File: src/rtl/sprite_region_fill.sv
// Rasters an SPR_W x SPR_H rectangle of a single pixel value onto a framebuffer
// write port, one pixel per cycle, suppressing writes that fall off-screen.
module sprite_region_fill #(
   parameter int unsigned SPR_W    = 16,
   parameter int unsigned SPR_H    = 16,
   parameter int unsigned DATA_W   = 8,
   parameter int unsigned SCREEN_W = 640,
   parameter int unsigned SCREEN_H = 480,
   parameter int unsigned COORD_W  = 10
) (
   input  logic               clock,
   input  logic               reset,
   input  logic               start,
   input  logic               abort,
   input  logic [COORD_W-1:0] x,
   input  logic [COORD_W-1:0] y,
   input  logic [DATA_W-1:0]  fill_data,
   output logic               busy,
   output logic               done,
   output logic [DATA_W-1:0]  data_out,
   output logic [COORD_W-1:0] x_out,
   output logic [COORD_W-1:0] y_out,
   output logic               write_enable
);

   localparam int unsigned COL_W = $clog2(SPR_W + 1);
   localparam int unsigned ROW_W = $clog2(SPR_H + 1);
   localparam int unsigned SUM_W = COORD_W + 1;

   localparam logic [COL_W-1:0] COL_LAST = COL_W'(SPR_W - 1);
   localparam logic [ROW_W-1:0] ROW_LAST = ROW_W'(SPR_H - 1);
   localparam logic [SUM_W-1:0] X_LIMIT  = SUM_W'(SCREEN_W);
   localparam logic [SUM_W-1:0] Y_LIMIT  = SUM_W'(SCREEN_H);

   typedef enum logic [1:0] {
      IDLE = 2'd0,
      FILL = 2'd1,
      DONE = 2'd2
   } state_t;

   state_t state_q, state_d;

   logic [COL_W-1:0]   col_q, col_d;
   logic [ROW_W-1:0]   row_q, row_d;
   logic [COORD_W-1:0] x0_q, x0_d;
   logic [COORD_W-1:0] y0_q, y0_d;
   logic [DATA_W-1:0]  pix_q, pix_d;

   logic               busy_d;
   logic               done_d;
   logic [DATA_W-1:0]  data_out_d;
   logic [COORD_W-1:0] x_out_d;
   logic [COORD_W-1:0] y_out_d;
   logic               in_bounds_q, in_bounds_d;
   logic [SUM_W-1:0]   x_sum;
   logic [SUM_W-1:0]   y_sum;

   // Next state, raster counters, and the pixel to present in the following cycle
   always_comb begin
      state_d     = state_q;
      col_d       = col_q;
      row_d       = row_q;
      x0_d        = x0_q;
      y0_d        = y0_q;
      pix_d       = pix_q;
      busy_d      = 1'b0;
      done_d      = 1'b0;
      data_out_d  = '0;
      x_out_d     = '0;
      y_out_d     = '0;
      in_bounds_d = 1'b0;
      x_sum       = '0;
      y_sum       = '0;

      unique case (state_q)
         IDLE: begin
            if (start) begin
               state_d = FILL;
               x0_d    = x;
               y0_d    = y;
               pix_d   = fill_data;
               col_d   = '0;
               row_d   = '0;
            end
         end
         FILL: begin
            if (abort) begin
               state_d = IDLE;
               col_d   = '0;
               row_d   = '0;
            end else if (col_q == COL_LAST) begin
               col_d = '0;
               if (row_q == ROW_LAST) begin
                  state_d = DONE;
                  row_d   = '0;
               end else begin
                  row_d = row_q + ROW_W'(1);
               end
            end else begin
               col_d = col_q + COL_W'(1);
            end
         end
         DONE: begin
            state_d = IDLE;
         end
         default: begin
            state_d = IDLE;
         end
      endcase

      // Sums carry one extra bit so off-screen wrap never aliases back on-screen
      x_sum = SUM_W'(x0_d) + SUM_W'(col_d);
      y_sum = SUM_W'(y0_d) + SUM_W'(row_d);

      if (state_d == FILL) begin
         busy_d      = 1'b1;
         x_out_d     = x_sum[COORD_W-1:0];
         y_out_d     = y_sum[COORD_W-1:0];
         data_out_d  = pix_d;
         in_bounds_d = (x_sum < X_LIMIT) && (y_sum < Y_LIMIT);
      end

      done_d = (state_d == DONE);
   end

   always_ff @(posedge clock) begin
      if (reset) begin
         state_q <= IDLE;
      end else begin
         state_q <= state_d;
      end
   end

   // Latched request, counters and registered write-port outputs
   always_ff @(posedge clock) begin
      if (reset) begin
         col_q       <= '0;
         row_q       <= '0;
         x0_q        <= '0;
         y0_q        <= '0;
         pix_q       <= '0;
         busy        <= 1'b0;
         done        <= 1'b0;
         data_out    <= '0;
         x_out       <= '0;
         y_out       <= '0;
         in_bounds_q <= 1'b0;
      end else begin
         col_q       <= col_d;
         row_q       <= row_d;
         x0_q        <= x0_d;
         y0_q        <= y0_d;
         pix_q       <= pix_d;
         busy        <= busy_d;
         done        <= done_d;
         data_out    <= data_out_d;
         x_out       <= x_out_d;
         y_out       <= y_out_d;
         in_bounds_q <= in_bounds_d;
      end
   end

   // An abort kills the write in the very cycle it is raised
   assign write_enable = in_bounds_q & ~abort;

endmodule
File: config.mk
export PLATFORM = sky130hd
export DESIGN_NAME = sprite_region_fill
export DESIGN_NICKNAME = d
export VERILOG_FILES = /design/src/rtl/sprite_region_fill.sv
export SDC_FILE = /design/constraint.sdc
export NUM_CORES = 1
export LEC_CHECK = 0
export ABC_AREA = 1
export CAP_MARGIN = 20
export CORE_UTILIZATION = 51
export DETAILED_ROUTE_END_ITERATION = 6
export PLACE_DENSITY = 0.8
export SYNTH_ARGS = -nofsm -noshare
export SYNTH_HDL_FRONTEND = slang
export SYNTH_SLANG_ARGS = --single-unit
File: constraint.sdc
create_clock -name clock -period 3.4 [get_ports clock]
set_clock_uncertainty 0.05 [all_clocks]
set_input_delay 0.68 -clock clock [delete_from_list [all_inputs] [get_ports clock]]
set_output_delay 0.68 -clock clock [all_outputs]
set_load 0.01 [all_outputs]
==> run_results.csv <==
group,metric,value,unit
sta,tightest_slew,0.622,ns
place,portBuffers,62,
grt,grt_max_degree,27,
drt,wire_per_inst,13.3,um
power,powerDensity,454,nW/um2
floorplan,core_area,5960,um2
power,max-vdd-ir-drop,306,uV
floorplan,die_w,80.8,um
finish,antennaDiodeCount,0,
synthesis,synth.avg_cell_area,7.87,um2
setup_path,reg2regPathDepth,21,
synthesis,yosysMostFrequentCell,"dfxtp_1",
cts,insertion_delay,0.36,ns
cts,cts_setup_buffers,0,
synthesis,yosys-top-cells-area,"dfxtp_1 (45%), nand2_1 (8.2%), nor2_1 (6.8%)",
synthesis,synthTopCellsByCount,"dfxtp_1 (71), nand2_1 (69), nor2_1 (57)",
min_path,min_path_type,"reg -> reg",
floorplan,placementRows,28,
cts,clk_pin_slew,0.07,ns
drt,ant_nets,0,
sta,drv_slew,0,
drt,drt-total-wl,7.31,mm
cts,cts_buffers,9,
floorplan,die_h,80.8,um
min_path,min_from,"x0_q[6]",
setup_path,crit_required,3.60,ns
grt,antenna_found_initial,0,
drt,vias,2774,
setup_path,r2r_end,"in_bounds_q",
drt,drcViolationCount,0,
finish,area_growth,29.6,%
grt,grt_overflow,0,
grt,track_usage,0.246,
synthesis,seq_area_frac_synth,0.449,
setup_path,cp_max_fo,6,
setup_path,end_kind,"flip-flop",
synthesis,synth_ff_type,"dfxtp_1",
cts,cts_buffer_depth,2,
synthesis,synth-seq-cells,71,
cts,cts_max_level,3,
cts,cts.repair.resized,0,
setup_path,crit_slowest_cell,"fa_1",
floorplan,die-area,6530,um2
sta,hold_viol_final,0,
setup_path,cp_cell_sequence,"ha_2, nand3_1, nor2_4, inv_1, a21oi_1, o21ai_0, o21ai_1, inv_1, fa_1, inv_1, nand3_1, nand2_1, nand2_1, nand2_1, nand2_1, nand2_1, nand3_1, nor2_1, nand2_1, nand2_1, nor2_1",
cts,cts_tree,"yes",
setup_path,critPathLaunchType,"flip-flop",
setup_path,reg2reg_slack,0.22,ns
power,p_leak,1.82,nW
finish,nNetsFinal,517,
sta,hold_ws,0.432,ns
synthesis,synthCells,402,
setup_path,cpMostUsedCell,"nand2_1",
setup_path,r2r-start,"col_q[0]",
grt,grt_pass1_vias,2713,
synthesis,ys_async_sr_fraction,0,
grt,grt_pass1_wl,12.0,mm
min_path,holdPathEnd,"x0_q[6]",
setup_path,critPathKind,"reg -> reg",
setup_path,critical_path.max_stage_delay,0.43,ns
cts,cts_root_buf,"clkbuf_8",
place,place_ws,-0.0995,ns
cts,cts.sinks,71,
place,gp_congestion,0.875,
synthesis,synth_top_area_share,0.449,
min_path,hold_depth,2,
job,drv_cap,0,
synthesis,synth_nets,448,
finish,drive_gt1_frac,0.122,
drt,drtIter0Drc,132,
sta,layout_setup_ws,0.219,ns
synthesis,ys_types,38,
cts,cts_hold_buf,0,
synthesis,syn_area,3170,um2
sta,setup_viol_count_final,0,
synthesis,synth_edf_count,0,
status,outcome,"complete, no violations",
floorplan,start_util,0.532,
sta,maxSlewHeadroom,0.584,
synthesis,yosys_warnings,0,
sta,period_share,0.936,
floorplan,io_pins,63,
synthesis,yosys.area.top_type,"dfxtp_1",
sta,fin_crit,3.18,ns
power,power,1.86,mW
drt,vias_per_cell,5.03,
sta,max_freq,314,MHz
place,dp_hpwl,5.21,mm
drt,drtPass1Iterations,4,
setup_path,worstPathArrival,3.38,ns
## metal layers
layer | up-vias | global-route usage | share of wire | wire [um]
li1 | 1419 | - | - | -
met1 | 1269 | 0.300 | 0.44 | 3250
met2 | 69 | 0.399 | 0.48 | 3540
met3 | 17 | 0.0562 | 0.051 | 375
met4 | 0 | 0.138 | 0.019 | 139
met5 | - | 0 | 0 | 0
## through the flow
stage	std cells	setup TNS [ns]	instance area, um2	utilization
4_1_cts	551	0	4070	0.683
5_1_grt	551	-0.0667	4100	0.689
2_1_floorplan	402	0	3170	-
3_3_place_gp	535	0	3860	0.649
3_5_place_dp	535	-0.0995	3860	0.649
6_report	551	0	4100	0.689
## layout make-up
| class | count | area, um2 |
|---|---|---|
| tap | 75 | 93.8 |
| inverter | 50 | 193 |
| clock inverter | 6 | 68.8 |
| sequential | 71 | 1420 |
| multi-input combinational | 270 | 1510 |
| clock buffer | 10 | 138 |
| fill | 500 | 1850 |
| timing repair buffer | 69 | 673 |
## cell families after synthesis
| logic type | after synthesis | share of synthesized area |
|---|---|---|
| multiplexers | 8 | 0.0253 |
| buffers and inverters | 61 | 0.0822 |
| AO/OA/AOI/OAI | 54 | 0.0968 |
| flip-flops | 71 | 0.449 |
| XOR/XNOR | 7 | 0.0194 |
| adder cells (fa/ha/maj) | 14 | 0.0601 |
| AND/OR/NAND/NOR | 187 | 0.267 |
## registers in the layout (all words and copies together) (netlist names)
| name | cells |
|---|---|
| done | 1 |
| in_bounds_q | 1 |
| row_q | 5 |
| data_out | 8 |
| busy | 1 |
| x_out | 10 |
| col_q | 5 |
| pix_q | 8 |
| y_out | 10 |
| y0_q | 10 |
| state_q | 2 |
| x0_q | 10 |
## where the power goes
| group | leakage, nW | switching [mW] | internal [mW] |
|---|---|---|---|
| clock network | 0.103 | 0.329 | 0.362 |
| logic | 1.14 | 0.156 | 0.129 |
| registers | 0.581 | 0.0120 | 0.874 |
| total | 1.82 | 0.498 | 1.37 |
## layout by cell type, fill, tap and decap left out, drive strengths merged
cell	netlist	layout
mux2i	8	8
xor2	6	6
inv	50	51
a211oi	2	2
o21bai	1	1
o21ai	21	21
nand4	3	3
clkinvlp	0	1
ha	12	12
a31oi	2	2
nor2	62	62
nand3	22	22
bufinv	0	1
a21oi	25	25
nor3	5	5
clkbuf	4	10
clkinv	0	3
and2	4	4
or2	12	12
clkdlybuf4s50	0	62
nand2	77	77
o211ai	1	1
xnor2	1	1
a31o	1	1
o22ai	1	1
buf	7	7
nor4	2	2
fa	2	2
dfxtp	71	71
## worst max-delay path by stage
stage                   from     endpoint  slack, ns  cells after the start
floorplan              start  in_bounds_q       0.46                     22
global placement       start  in_bounds_q       0.01                     19
detailed placement     start  in_bounds_q       -0.1                     18
CTS                 col_q[0]  in_bounds_q       0.14                     21
global route        col_q[0]  in_bounds_q      -0.07                     21
finish              col_q[0]  in_bounds_q       0.22                     21
## worst max-delay path: cells and delay by family, from the launching register on
| kind | cells | cell delay [ns] |
|---|---|---|
| AO/OA/AOI/OAI | 3 | 0.38 |
| buffers and inverters | 3 | 0.35 |
| adder cells (fa/ha/maj) | 2 | 0.66 |
| AND/OR/NAND/NOR | 13 | 1.25 |
| flip-flops | 1 | 0.39 |
(Power assumes the default switching activity.)
